===== src/rtl/selector_pkg.sv =====
// Shared mode and state encodings for the one-hot selector.
package selector_pkg;

   typedef enum logic [1:0] {
      MODE_HOLD  = 2'd0,
      MODE_PULSE = 2'd1,
      MODE_SWEEP = 2'd2,
      MODE_RSVD  = 2'd3
   } mode_e;

   typedef enum logic [1:0] {
      S_IDLE  = 2'd0,
      S_HOLD  = 2'd1,
      S_PULSE = 2'd2,
      S_SWEEP = 2'd3
   } state_e;

endpackage


===== src/rtl/selector_onehot_dec.sv =====
// Combinational address-to-one-hot decoder; addresses at or beyond OUT_N decode to zero.
module selector_onehot_dec #(
   parameter int ADDR_W = 8,
   parameter int OUT_N  = 1 << ADDR_W
) (
   input  logic [ADDR_W-1:0] addr,
   input  logic              en,
   output logic [OUT_N-1:0]  onehot
);

   // each line matches only its own index, so out-of-range addresses select nothing
   always_comb begin
      onehot = '0;
      for (int i = 0; i < OUT_N; i++) begin
         if (en && (addr == ADDR_W'(i))) begin
            onehot[i] = 1'b1;
         end else begin
            onehot[i] = 1'b0;
         end
      end
   end

endmodule


===== src/rtl/selector_sweep.sv =====
// Registered one-hot selector with hold, timed pulse and timed wrap-around sweep modes.
module selector_sweep
   import selector_pkg::*;
#(
   parameter int ADDR_W  = 8,
   parameter int OUT_N   = 1 << ADDR_W,
   parameter int DWELL_W = 16
) (
   input  logic               clk,
   input  logic               rst_n,
   input  logic               load_valid,
   output logic               load_ready,
   input  logic [1:0]         load_mode,
   input  logic [ADDR_W-1:0]  load_addr,
   input  logic [ADDR_W-1:0]  sweep_end,
   input  logic [DWELL_W-1:0] dwell,
   input  logic               abort,
   output logic [OUT_N-1:0]   decoded,
   output logic [ADDR_W-1:0]  active_addr,
   output logic               busy,
   output logic               done,
   output logic               err
);

   localparam logic [ADDR_W:0]   OUT_N_W   = (ADDR_W+1)'(OUT_N);
   localparam logic [ADDR_W-1:0] LAST_ADDR = ADDR_W'(OUT_N - 1);

   function automatic logic in_range(input logic [ADDR_W-1:0] a);
      return ({1'b0, a} < OUT_N_W);
   endfunction

   // wraps at OUT_N rather than at the natural 2^ADDR_W boundary
   function automatic logic [ADDR_W-1:0] step_addr(input logic [ADDR_W-1:0] a);
      return (a == LAST_ADDR) ? '0 : a + ADDR_W'(1);
   endfunction

   state_e               state_r, state_s;
   mode_e                mode_s;
   logic [ADDR_W-1:0]    addr_s, end_r, end_s;
   logic [DWELL_W-1:0]   reload_r, reload_s, cnt_r, cnt_s, dw_eff_s;
   logic                 accept_s, done_s, err_s, en_s;
   logic [OUT_N-1:0]     dec_s;

   assign load_ready = rst_n && ((state_r == S_IDLE) || (state_r == S_HOLD)) && !abort;
   assign accept_s   = load_valid && load_ready;
   assign mode_s     = mode_e'(load_mode);
   assign dw_eff_s   = (dwell == '0) ? DWELL_W'(1) : dwell;
   assign en_s       = (state_s != S_IDLE);

   // next-state, address and dwell-counter computation
   always_comb begin
      state_s  = state_r;
      addr_s   = active_addr;
      end_s    = end_r;
      reload_s = reload_r;
      cnt_s    = cnt_r;
      done_s   = 1'b0;
      err_s    = 1'b0;
      if (abort) begin
         state_s = S_IDLE;
      end else if (accept_s) begin
         if ((mode_s == MODE_RSVD) || !in_range(load_addr) ||
             ((mode_s == MODE_SWEEP) && !in_range(sweep_end))) begin
            state_s = S_IDLE;
            err_s   = 1'b1;
         end else begin
            addr_s   = load_addr;
            end_s    = sweep_end;
            reload_s = dw_eff_s;
            cnt_s    = dw_eff_s - DWELL_W'(1);
            case (mode_s)
               MODE_HOLD:  state_s = S_HOLD;
               MODE_PULSE: state_s = S_PULSE;
               MODE_SWEEP: state_s = S_SWEEP;
               default:    state_s = S_IDLE;
            endcase
         end
      end else begin
         case (state_r)
            S_PULSE: begin
               if (cnt_r == '0) begin
                  state_s = S_IDLE;
                  done_s  = 1'b1;
               end else begin
                  cnt_s = cnt_r - DWELL_W'(1);
               end
            end
            S_SWEEP: begin
               if (cnt_r != '0) begin
                  cnt_s = cnt_r - DWELL_W'(1);
               end else if (active_addr == end_r) begin
                  state_s = S_IDLE;
                  done_s  = 1'b1;
               end else begin
                  addr_s = step_addr(active_addr);
                  cnt_s  = reload_r - DWELL_W'(1);
               end
            end
            default: state_s = state_r;
         endcase
      end
   end

   // decoding the next address keeps the select register itself one-hot on every step
   selector_onehot_dec #(
      .ADDR_W (ADDR_W),
      .OUT_N  (OUT_N)
   ) u_dec (
      .addr   (addr_s),
      .en     (en_s),
      .onehot (dec_s)
   );

   // state and output registers
   always_ff @(posedge clk or negedge rst_n) begin
      if (!rst_n) begin
         state_r     <= S_IDLE;
         end_r       <= '0;
         reload_r    <= DWELL_W'(1);
         cnt_r       <= '0;
         decoded     <= '0;
         active_addr <= '0;
         busy        <= 1'b0;
         done        <= 1'b0;
         err         <= 1'b0;
      end else begin
         state_r     <= state_s;
         end_r       <= end_s;
         reload_r    <= reload_s;
         cnt_r       <= cnt_s;
         decoded     <= dec_s;
         active_addr <= en_s ? addr_s : '0;
         busy        <= (state_s == S_PULSE) || (state_s == S_SWEEP);
         done        <= done_s;
         err         <= err_s;
      end
   end

endmodule


===== config.mk =====
export PLATFORM = sky130hd
export DESIGN_NAME = selector_sweep
export DESIGN_NICKNAME = d
export VERILOG_FILES = /design/src/rtl/selector_pkg.sv /design/src/rtl/selector_onehot_dec.sv /design/src/rtl/selector_sweep.sv
export SDC_FILE = /design/constraint.sdc
export NUM_CORES = 1
export LEC_CHECK = 0
export ABC_CLOCK_PERIOD_IN_PS = 4600
export CAP_MARGIN = 20
export CORE_ASPECT_RATIO = 0.8
export CORE_MARGIN = 3
export CORE_UTILIZATION = 45
export DETAILED_ROUTE_END_ITERATION = 8
export PLACE_DENSITY_LB_ADDON = 0.08
export REMOVE_ABC_BUFFERS = 1
export SYNTH_ARGS = -nofsm -noshare
export SYNTH_HDL_FRONTEND = slang
export SYNTH_HIERARCHICAL = 1
export SYNTH_SLANG_ARGS = --single-unit
export TNS_END_PERCENT = 30

===== constraint.sdc =====
create_clock -name clk -period 4.6 [get_ports clk]
set_input_delay 0.92 -clock clk [delete_from_list [all_inputs] [get_ports clk]]
set_output_delay 0.92 -clock clk [all_outputs]
set_load 0.02 [all_outputs]

==> impl_metrics.toml, run 1 <==
[run_status]
run_status = "complete, no violations"

[timing]
rsz0062_at_grt = "no"
finalHoldViolCount = 0
whs_ps = 260
max_slew_margin_pct = 41.7
fmax_mhz = 245
setup_slack_ps = 514
clock-skew-final_ps = 12.6
finalCritPeriodShare_pct = 88.8
drv_slew = 0
period_needed_ps = 4090
setup_violations = 0
tightest_slew_ps = 867

[logic_synthesis]
synth_area_um2 = 12200
synthXorXnorAreaFrac_pct = 2.87
synth-simple-area-share_pct = 22.8
synthAdderAreaFrac_pct = 0.820
ys.flop_type = "dfrtp_1"
async_flop_share_pct = 100
syn-instance-count = 1088
synth_warnings = 6
synth_cell_types = 66
synth_top_family_by_area = "simple AND/OR/NAND/NOR gates"
synth_compound_area_share_pct = 4.86
ys_seq_area_share_pct = 63.4
synth_mux_area_share_pct = 0.769
synth.avg_cell_area_um2 = 11.2
synth-edff-count = 0
yosys_register_bits = 309

[clock_tree]
clockRootBuffer = "clkbuf_16"
cts_setup_buffers = 0
cts_buffers = 30
cts_hold_buf = 0
cts_resized = 0
clk_latency_ps = 550
clkSlewWorstSetupHoldPaths_ps = 70
cts_tree = "built"
clockBufferDepth = 3
clkSinkCount = 309
cts_htree_levels = 1

[drt]
postRouteAntennaNets = 0
vias = 9305
drtIter0Drc = 600
wirelength_mm = 35.1
drc = 0
firstDrtPassIters = 5
wl_per_cell_um = 20.4
via_per_inst = 5.39

[setup_path]
crit_chain = "nor4_4, nand4_4, a2111oi_4, and2_1, or4b_1, nand3_1, or4b_1, nor3_1"
slowest_stage = "or4b_1"
end_kind = "register"
path_buf_inv = 0
cp_top_family = "simple AND/OR/NAND/NOR gates"
crit_arrival_ps = 4530
crit_top_cell = "or4b_1"
crit-reg2reg-launch = "cnt_r[4]"
crit_type = "reg2reg"
worstSetupStartpoint = "cnt_r[4]"
path_max_fanout = 16
required_ps = 5040
cpPeakStageDelay_ps = 840
regToRegSetupSlack_ps = 510
start_kind = "register"

[layout]
nets = 1393
area_growth_syn_to_layout_pct = 35.6
layout-drive-gt1-share_pct = 9.06
nFillCells = 2113
final_cell_mix = "308 x dfrtp_1, 304 x clkdlybuf4s50_1, 228 x nor3_1"
final_common_cell = "dfrtp_1"
num_antenna_cells = 0

[placed_design]
gp_congestion = 0.844
numPortBuffers = 305
post-place-ws_ps = 461
dp_hpwl_mm = 22.7

[global_routing]
grt-ovfl-total = 0
grt.total_usage_pct = 24.0
grt_max_degree = 147
first_global_vias = 9254
grtUsageMet2_pct = 36.0
grtUsageMet1_pct = 34.6
top_usage_layer = "met2"
antenna_found_initial = 0
grt_use_met3_pct = 6.70
grt_pass1_wl_mm = 55.6

[worst_hold_path]
hp-class = "in2async"

[die]
die_y_um = 153
rows = 53
core_area_um2 = 26500
die_area_um2 = 29100
die_x_um = 190
start_util_pct = 46.1
io_pins = 306

[pwr]
pwr-share-comb_pct = 11.3
power.leakage_nw = 6.99
peakVddDrop_uv = 275
powerDensity_nw_per_um2 = 374
power.switching_w = 0.00159
p_int_w = 0.00459
p_seq_share_pct = 48.0
p_sw_share_pct = 25.8
clkPwrFrac_pct = 40.7

[job]
maxCapViolCount = 0
## area by class of cell
class / instances / area [µm²] / area share (%)
clock buffer: 45 / 928 / 5.61
multi-input combinational: 653 / 3940 / 23.8
timing repair buffer: 336 / 3340 / 20.2
sequential: 309 / 7730 / 46.7
tap: 357 / 447 / 2.70
clock inverter: 8 / 97.6 / 0.590
inverter: 17 / 63.8 / 0.386
## worst paths after layout
| path | to | cells after the start |
|---|---|---|
| max | decoded[47] | 8 |
| min | state_r[0] | 1 |
| max reg2reg | decoded[47] | 8 |
| min reg2reg | end_r[0] | 2 |
| max in group asynchronous | decoded[64] | 3 |
| min in group clk | end_r[0] | 2 |
## logic make-up (layout without fill, tap and decap cells)
logic type | count (synthesis) | count (layout)
adder cells (fa/ha/maj) | 8 | 8
AO/OA/AOI/OAI | 87 | 87
flip-flops | 309 | 309
multiplexers | 9 | 9
buffers and inverters | 126 | 406
AND/OR/NAND/NOR | 509 | 509
XOR/XNOR | 40 | 40
## synthesized netlist by cell type (3+ instances only)
cell type	instances	area, µm²
buf_6	5	56.3
and3_1	4	25.0
or3_1	4	25.0
nand2_1	103	387
o21ai_0	16	80.1
a211oi_1	5	37.5
and2_1	5	31.3
nor2b_1	3	18.8
nand4bb_1	7	78.8
mux2i_1	6	60.1
inv_1	16	60.1
ha_1	8	100
nor3_2	22	220
nand4_1	4	25.0
o211ai_1	9	67.6
clkbuf_1	67	251
nor3b_1	4	30.0
nor4_1	28	175
a21oi_1	20	100
or4b_1	5	50.1
or2_2	4	25.0
nor3_1	228	1140
xnor2_1	16	140
nand2b_1	4	25.0
o22ai_1	4	25.0
xor2_1	24	210
a31oi_1	7	43.8
nand3_1	19	95.1
nand4b_1	10	87.6
nand3b_1	7	52.6
buf_1	10	37.5
nor2_1	33	124
o31ai_1	5	37.5
dfrtp_1	308	7710
buf_2	27	135
a211o_1	3	26.3
## through the flow
| step | cells | total power, W | instance area (µm²) | TNS (ps) | util (%) |
|---|---|---|---|---|---|
| finish | 1725 | 0.00619 | 16600 | 0 | 62.6 |
| global route | 1725 | 0.00645 | 16600 | 0 | 62.6 |
| CTS | 1725 | 0.00623 | 16600 | 0 | 62.6 |
| detailed placement | 1672 | 0.00372 | 15500 | 0 | 58.7 |
| global placement | 1672 | 0.00370 | 15500 | 0 | 58.7 |
| floorplan | 979 | 0.00342 | 11700 | -49090 | - |
## state kept, by name, indices dropped and copies added, names as in the netlist
name and cells:
done 1, reload_r 16, state_r 2, busy 1, cnt_r 16, err 1, decoded 256, end_r 8
active_addr 8
## power by group through the flow
stage	registers (W)	logic [W]	clock network, W
finish	0.00297	0.000697	0.00252
global route	0.00299	0.000786	0.00268
CTS	0.00297	0.000702	0.00256
detailed placement	0.00302	0.000699	0
global placement	0.00301	0.000688	0
floorplan	0.00299	0.000427	0
## layer usage
layer | share of wire [%] | vias up
li1 | - | 4314
met1 | 45 | 4623
met2 | 44 | 318
met3 | 8.8 | 50
met4 | 2.8 | 0
met5 | 0 | -
No activity file was read; power rests on OpenSTA's default activity.
==> run 2: changes to the inputs <==
--- a/config.mk
+++ b/config.mk
@@ -12,7 +12,6 @@
 export CORE_UTILIZATION = 45
 export DETAILED_ROUTE_END_ITERATION = 8
 export PLACE_DENSITY_LB_ADDON = 0.08
-export REMOVE_ABC_BUFFERS = 1
 export SYNTH_ARGS = -nofsm -noshare
 export SYNTH_HDL_FRONTEND = slang
 export SYNTH_HIERARCHICAL = 1
==> impl_metrics.toml, run 2 (same netlist as run 1, synthesis figures left out) <==
[run_status]
run_status = "complete, no violations"

[setup_path]
ff2ff_path_depth = 8
path_max_fanout = 16
crit-reg2reg-launch = "cnt_r[4]"
regToRegSetupSlack_ps = 510
rr_endpoint = "decoded[45]"
start_kind = "register"
crit_type = "reg2reg"
crit_arrival_ps = 4550
required_ps = 5060
end_kind = "register"

[timing]
setup_violations = 0
fmax_mhz = 244
period_needed_ps = 4090
tns_ps = 0
finalHoldViolCount = 0
tightest_slew_ps = 951
finalCritPeriodShare_pct = 88.9
rsz0062_at_grt = "no"
drv_slew = 0
clock-skew-final_ps = 9.26
max_slew_margin_pct = 36.0

[layout]
regMostFlops = "decoded"
largest_reg_flops = 256
reg_top3 = "decoded: 256 flops, cnt_r: 16 flops, reload_r: 16 flops"
final_cells = 1737
final_cell_mix = "308 x dfrtp_1, 304 x clkdlybuf4s50_1, 228 x nor3_1"
final_common_cell = "dfrtp_1"
area_growth_syn_to_layout_pct = 36.4
nets = 1400
layout-drive-gt1-share_pct = 9.86

[placed_design]
place_inst = 1677
numPortBuffers = 305
gp_congestion = 0.879
dp_hpwl_mm = 24.0

[clock_tree]
clk_latency_ps = 560
clkSlewWorstSetupHoldPaths_ps = 60
clockBufferDepth = 3
cts_setup_buffers = 0
cts_hold_buf = 0
clockRootBuffer = "clkbuf_16"
cts_resized = 0
cts_buffers = 31
cts_htree_levels = 1
clkSinkCount = 309
cts_tree = "built"

[drt]
postRouteAntennaNets = 0
drc = 0
dr_wl_met2_mm = 15.6
wirelength_mm = 36.3
dr_wl_met3_mm = 3.56
drtIter0Drc = 573
wl_per_cell_um = 20.9
via_per_inst = 5.44
firstDrtPassIters = 5
vias = 9447
top_layer = "met5"
wl_met1_mm = 16.3

[global_routing]
grt.total_usage_pct = 24.7
grt_max_degree = 85
first_global_vias = 9244
grt-ovfl-total = 0
grt_pass1_wl_mm = 56.8
antenna_found_initial = 3

[die]
core_area_um2 = 26500
start_util_pct = 46.1
die_y_um = 153
rows = 53
io_pins = 306
die_x_um = 190
die_area_um2 = 29100

[pwr]
peakVddDrop_uv = 295
powerDensity_nw_per_um2 = 377
power.leakage_nw = 7.06

[worst_hold_path]
hp-class = "in2async"

[job]
maxCapViolCount = 0

[logic_synthesis]
synth.net_count = 1134
==> run 2: stage by stage <==
step	hold slack, ps	utilization (%)	power, W	cell area, µm²	worst slack (ps)
after floorplan	466	-	0.00345	12200	1360
after global placement	481	58.8	0.00371	15500	514
after detailed placement	485	58.8	0.00373	15500	427
after CTS	242	62.8	0.00632	16600	477
after global routing	256	62.9	0.00653	16600	145
final	253	62.9	0.00627	16600	509
==> run 2: worst max path at each step <==
| stage | startpoint | slack [ps] | to | cells past startpoint |
|---|---|---|---|---|
| 2_1_floorplan | active_addr[3] | 1360 | decoded[80] | 12 |
| 3_5_place_dp | load_mode[1] | 430 | decoded[242] | 8 |
| 4_1_cts | cnt_r[4] | 480 | decoded[45] | 8 |
| 6_report | cnt_r[4] | 510 | decoded[45] | 8 |
| 3_3_place_gp | load_mode[1] | 510 | decoded[46] | 9 |
| 5_1_grt | cnt_r[4] | 150 | decoded[204] | 9 |
==> run 2: routing by layer <==
| layer | GRT usage [%] | vias to the layer above |
|---|---|---|
| met4 | 5.03 | 6 |
| met5 | 0 | - |
| li1 | - | 4336 |
| met3 | 8.44 | 52 |
| met2 | 35.7 | 356 |
| met1 | 36.4 | 4697 |
==> run 2: where the power goes <==
group	total [W]	leakage [nW]	switching [W]	internal, W
sequential	0.00297	4.24	0.000136	0.00283
clock	0.00259	0.530	0.00107	0.00152
combinational	0.000720	2.29	0.000450	0.000270
total	0.00627	7.06	0.00165	0.00462
==> run 2: cell type report <==
class	instances	area [µm²]
Fill cell	2116	9820
Sequential cell	309	7730
Multi-Input combinational cell	653	3940
Timing Repair Buffer	342	3390
Clock buffer	40	880
Tap cell	357	447
Clock inverter	18	185
Inverter	17	63.8
Antenna cell	1	2.50
==> run 2: worst max-delay path, cell delays in order, from the launching register on <==
cell       delay (ps)
dfrtp_1           470
nor4_4            450
nand4_4           220
a2111oi_4         710
and2_1            240
or4b_1            460
nand3_1           300
or4b_1            860
nor3_1            280
==> run 3: changes to the inputs <==
--- a/config.mk
+++ b/config.mk
@@ -5,6 +5,7 @@
 export SDC_FILE = /design/constraint.sdc
 export NUM_CORES = 1
 export LEC_CHECK = 0
+export ABC_AREA = 1
 export ABC_CLOCK_PERIOD_IN_PS = 4600
 export CAP_MARGIN = 20
 export CORE_ASPECT_RATIO = 0.8
==> impl_metrics.toml, run 3 <==
[layout]
nFillCells = 2195
final_area_um2 = 16700
largest_reg_flops = 256
num_antenna_cells = 0
area_growth_syn_to_layout_pct = 35.1
final_common_cell = "nor2_1"
final_cell_mix = "326 x nor2_1, 308 x dfrtp_1, 304 x clkdlybuf4s50_1"
nets = 1624
regMostFlops = "decoded"
utilization_pct = 62.6
reg_top3 = "decoded: 256 flops, cnt_r: 16 flops, reload_r: 16 flops"
layout-drive-gt1-share_pct = 8.43

[global_routing]
grt_pass1_wl_mm = 56.6
first_global_vias = 9500
grt.total_usage_pct = 25.1
grt_max_degree = 82
antenna_found_initial = 0
grt-ovfl-total = 0

[placed_design]
post-place-ws_ps = 629
dp_hpwl_mm = 26.9
numPortBuffers = 305
gp_congestion = 0.930
placed_area_um2 = 15600

[logic_synthesis]
synthTopCellsByArea = "dfrtp_1 63%, nor2_1 9.9%, nand2_1 7.2%"
synth_cell_types = 37
yosys_register_bits = 309
async_flop_share_pct = 100
synth.net_count = 1322
ys.flop_type = "dfrtp_1"
syn-instance-count = 1276
synth.avg_cell_area_um2 = 9.66
synth-edff-count = 0
synth_most_common_cell = "nor2_1"
synth_warnings = 6
synth_area_um2 = 12300
synth_common_cells = "326 x nor2_1, 308 x dfrtp_1, 237 x nand2_1, 88 x inv_1, 63 x nand3_1"
ys_seq_area_share_pct = 62.7
yosys.area.top_type = "dfrtp_1"
synth_top_area_share_pct = 62.5

[pwr]
power.leakage_nw = 7.56
powerDensity_nw_per_um2 = 387
peakVddDrop_uv = 328

[clock_tree]
clkSinkCount = 309
cts_htree_levels = 1
cts_buffers = 31
cts_setup_buffers = 0
cts_tree = "built"
clk_latency_ps = 550
clockRootBuffer = "clkbuf_16"
clkSlewWorstSetupHoldPaths_ps = 70
cts_hold_buf = 0
clockBufferDepth = 3
cts_resized = 0

[drt]
wl_per_cell_um = 19.0
wirelength_mm = 37.3
postRouteAntennaNets = 0
via_per_inst = 4.96
drtIter0Drc = 794
vias = 9712
firstDrtPassIters = 6
drc = 0

[setup_path]
crit_type = "reg2reg"
slowest_stage = "nand2_1"
cpPeakStageDelay_ps = 540
crit_arrival_ps = 4050
crit_chain = "inv_1, ha_1, inv_1, nor2_1, nand4_1, nor2_1, nand2_1, inv_1, nand4_1, nand3_1, nand2_1, nand2_1, inv_1, nor2_1, nand2_1, nor2_1"
path_buf_inv = 4
required_ps = 5060
start_kind = "register"
cp_top_family = "simple AND/OR/NAND/NOR gates"
path_max_fanout = 16
end_kind = "register"

[timing]
period_needed_ps = 3590
fmax_mhz = 278
finalHoldViolCount = 0
rsz0062_at_grt = "no"
setup_violations = 0
tightest_slew_ps = 958
finalCritPeriodShare_pct = 78.1
whs_ps = 176
drv_slew = 0
clock-skew-final_ps = 10.9
setup_slack_ps = 1010
tns_ps = 0
max_slew_margin_pct = 36.1

[job]
maxCapViolCount = 0

[worst_hold_path]
hp-class = "in2async"

[run_status]
run_status = "complete, no violations"

[die]
die_x_um = 191
die_area_um2 = 29400
rows = 53
core_area_um2 = 26600
die_y_um = 154
start_util_pct = 46.4
io_pins = 306
==> run 3: cell count changes after synthesis, sizes merged, moves of 15 or more <==
cell    delta
buf       -15
clkbuf    -44
inv       +86
nand2    +142
nand3     +60
nor2     +315
nor3     -245
nor4      -30
o21ai     +55
xor2      -18
==> run 3: worst reg2reg max path, stage by stage, from the launching register on <==
cell and delay [ps]:
dfrtp_1 360, inv_1 160, ha_1 260, inv_1 60, nor2_1 80, nand4_1 90, nor2_1 270, nand2_1 370
inv_1 270, nand4_1 110, nand3_1 90, nand2_1 50, nand2_1 100, inv_1 80, nor2_1 330, nand2_1 540
nor2_1 270
==> run 3: kinds of logic after synthesis <==
| kind of cell | after synthesis | share of synthesized area [%] |
|---|---|---|
| xor+xnor | 14 | 0.994 |
| fa+ha+maj | 8 | 0.812 |
| flops | 309 | 62.7 |
| buf+inv | 155 | 5.98 |
| simple gates | 689 | 24.9 |
| compound gates | 101 | 4.59 |
==> run 3: routing by layer <==
| layer | track usage [%] | vias to the layer above | share of wire [%] |
|---|---|---|---|
| met5 | 0 | - | 0 |
| met4 | 7.65 | 0 | 3.5 |
| met1 | 35.4 | 4701 | 44 |
| li1 | - | 4564 | - |
| met2 | 37.7 | 384 | 44 |
| met3 | 7.45 | 63 | 9.4 |
==> run 3: path summary, 6_finish.rpt <==
check                          start           end  slack, ps  depth (start not counted)
setup reg to reg            cnt_r[0]  decoded[215]       1010                         16
hold / removal                 rst_n  reload_r[12]        180                          1
hold reg to reg            cnt_r[13]     cnt_r[13]        560                          2
setup / recovery            cnt_r[0]  decoded[215]       1010                         16
min in group clk           cnt_r[13]     cnt_r[13]        560                          2
max in group asynchronous      rst_n  decoded[132]       2380                          3
==> run 3: report_power, final <==
part           internal (W)  switching [W]
sequential          0.00284       0.000109
clock               0.00152        0.00103
combinational      0.000322       0.000626
total               0.00469        0.00176
==> run 3: through the flow <==
step / power, W / instances
3_5_place_dp: 0.00393 / 1901
2_1_floorplan: 0.00363 / 1276
4_1_cts: 0.00649 / 1957
5_1_grt: 0.00675 / 1958
3_3_place_gp: 0.00392 / 1901
6_report: 0.00645 / 1958
==> run 3: area by class of cell <==
class	count	area, µm²	area share (%)
Clock inverter	14	179	1.07
Inverter	105	395	2.37
Tap cell	357	447	2.68
Clock buffer	42	857	5.15
Sequential cell	309	7730	46.4
Multi-Input combinational cell	812	3860	23.2
Timing Repair Buffer	319	3180	19.1
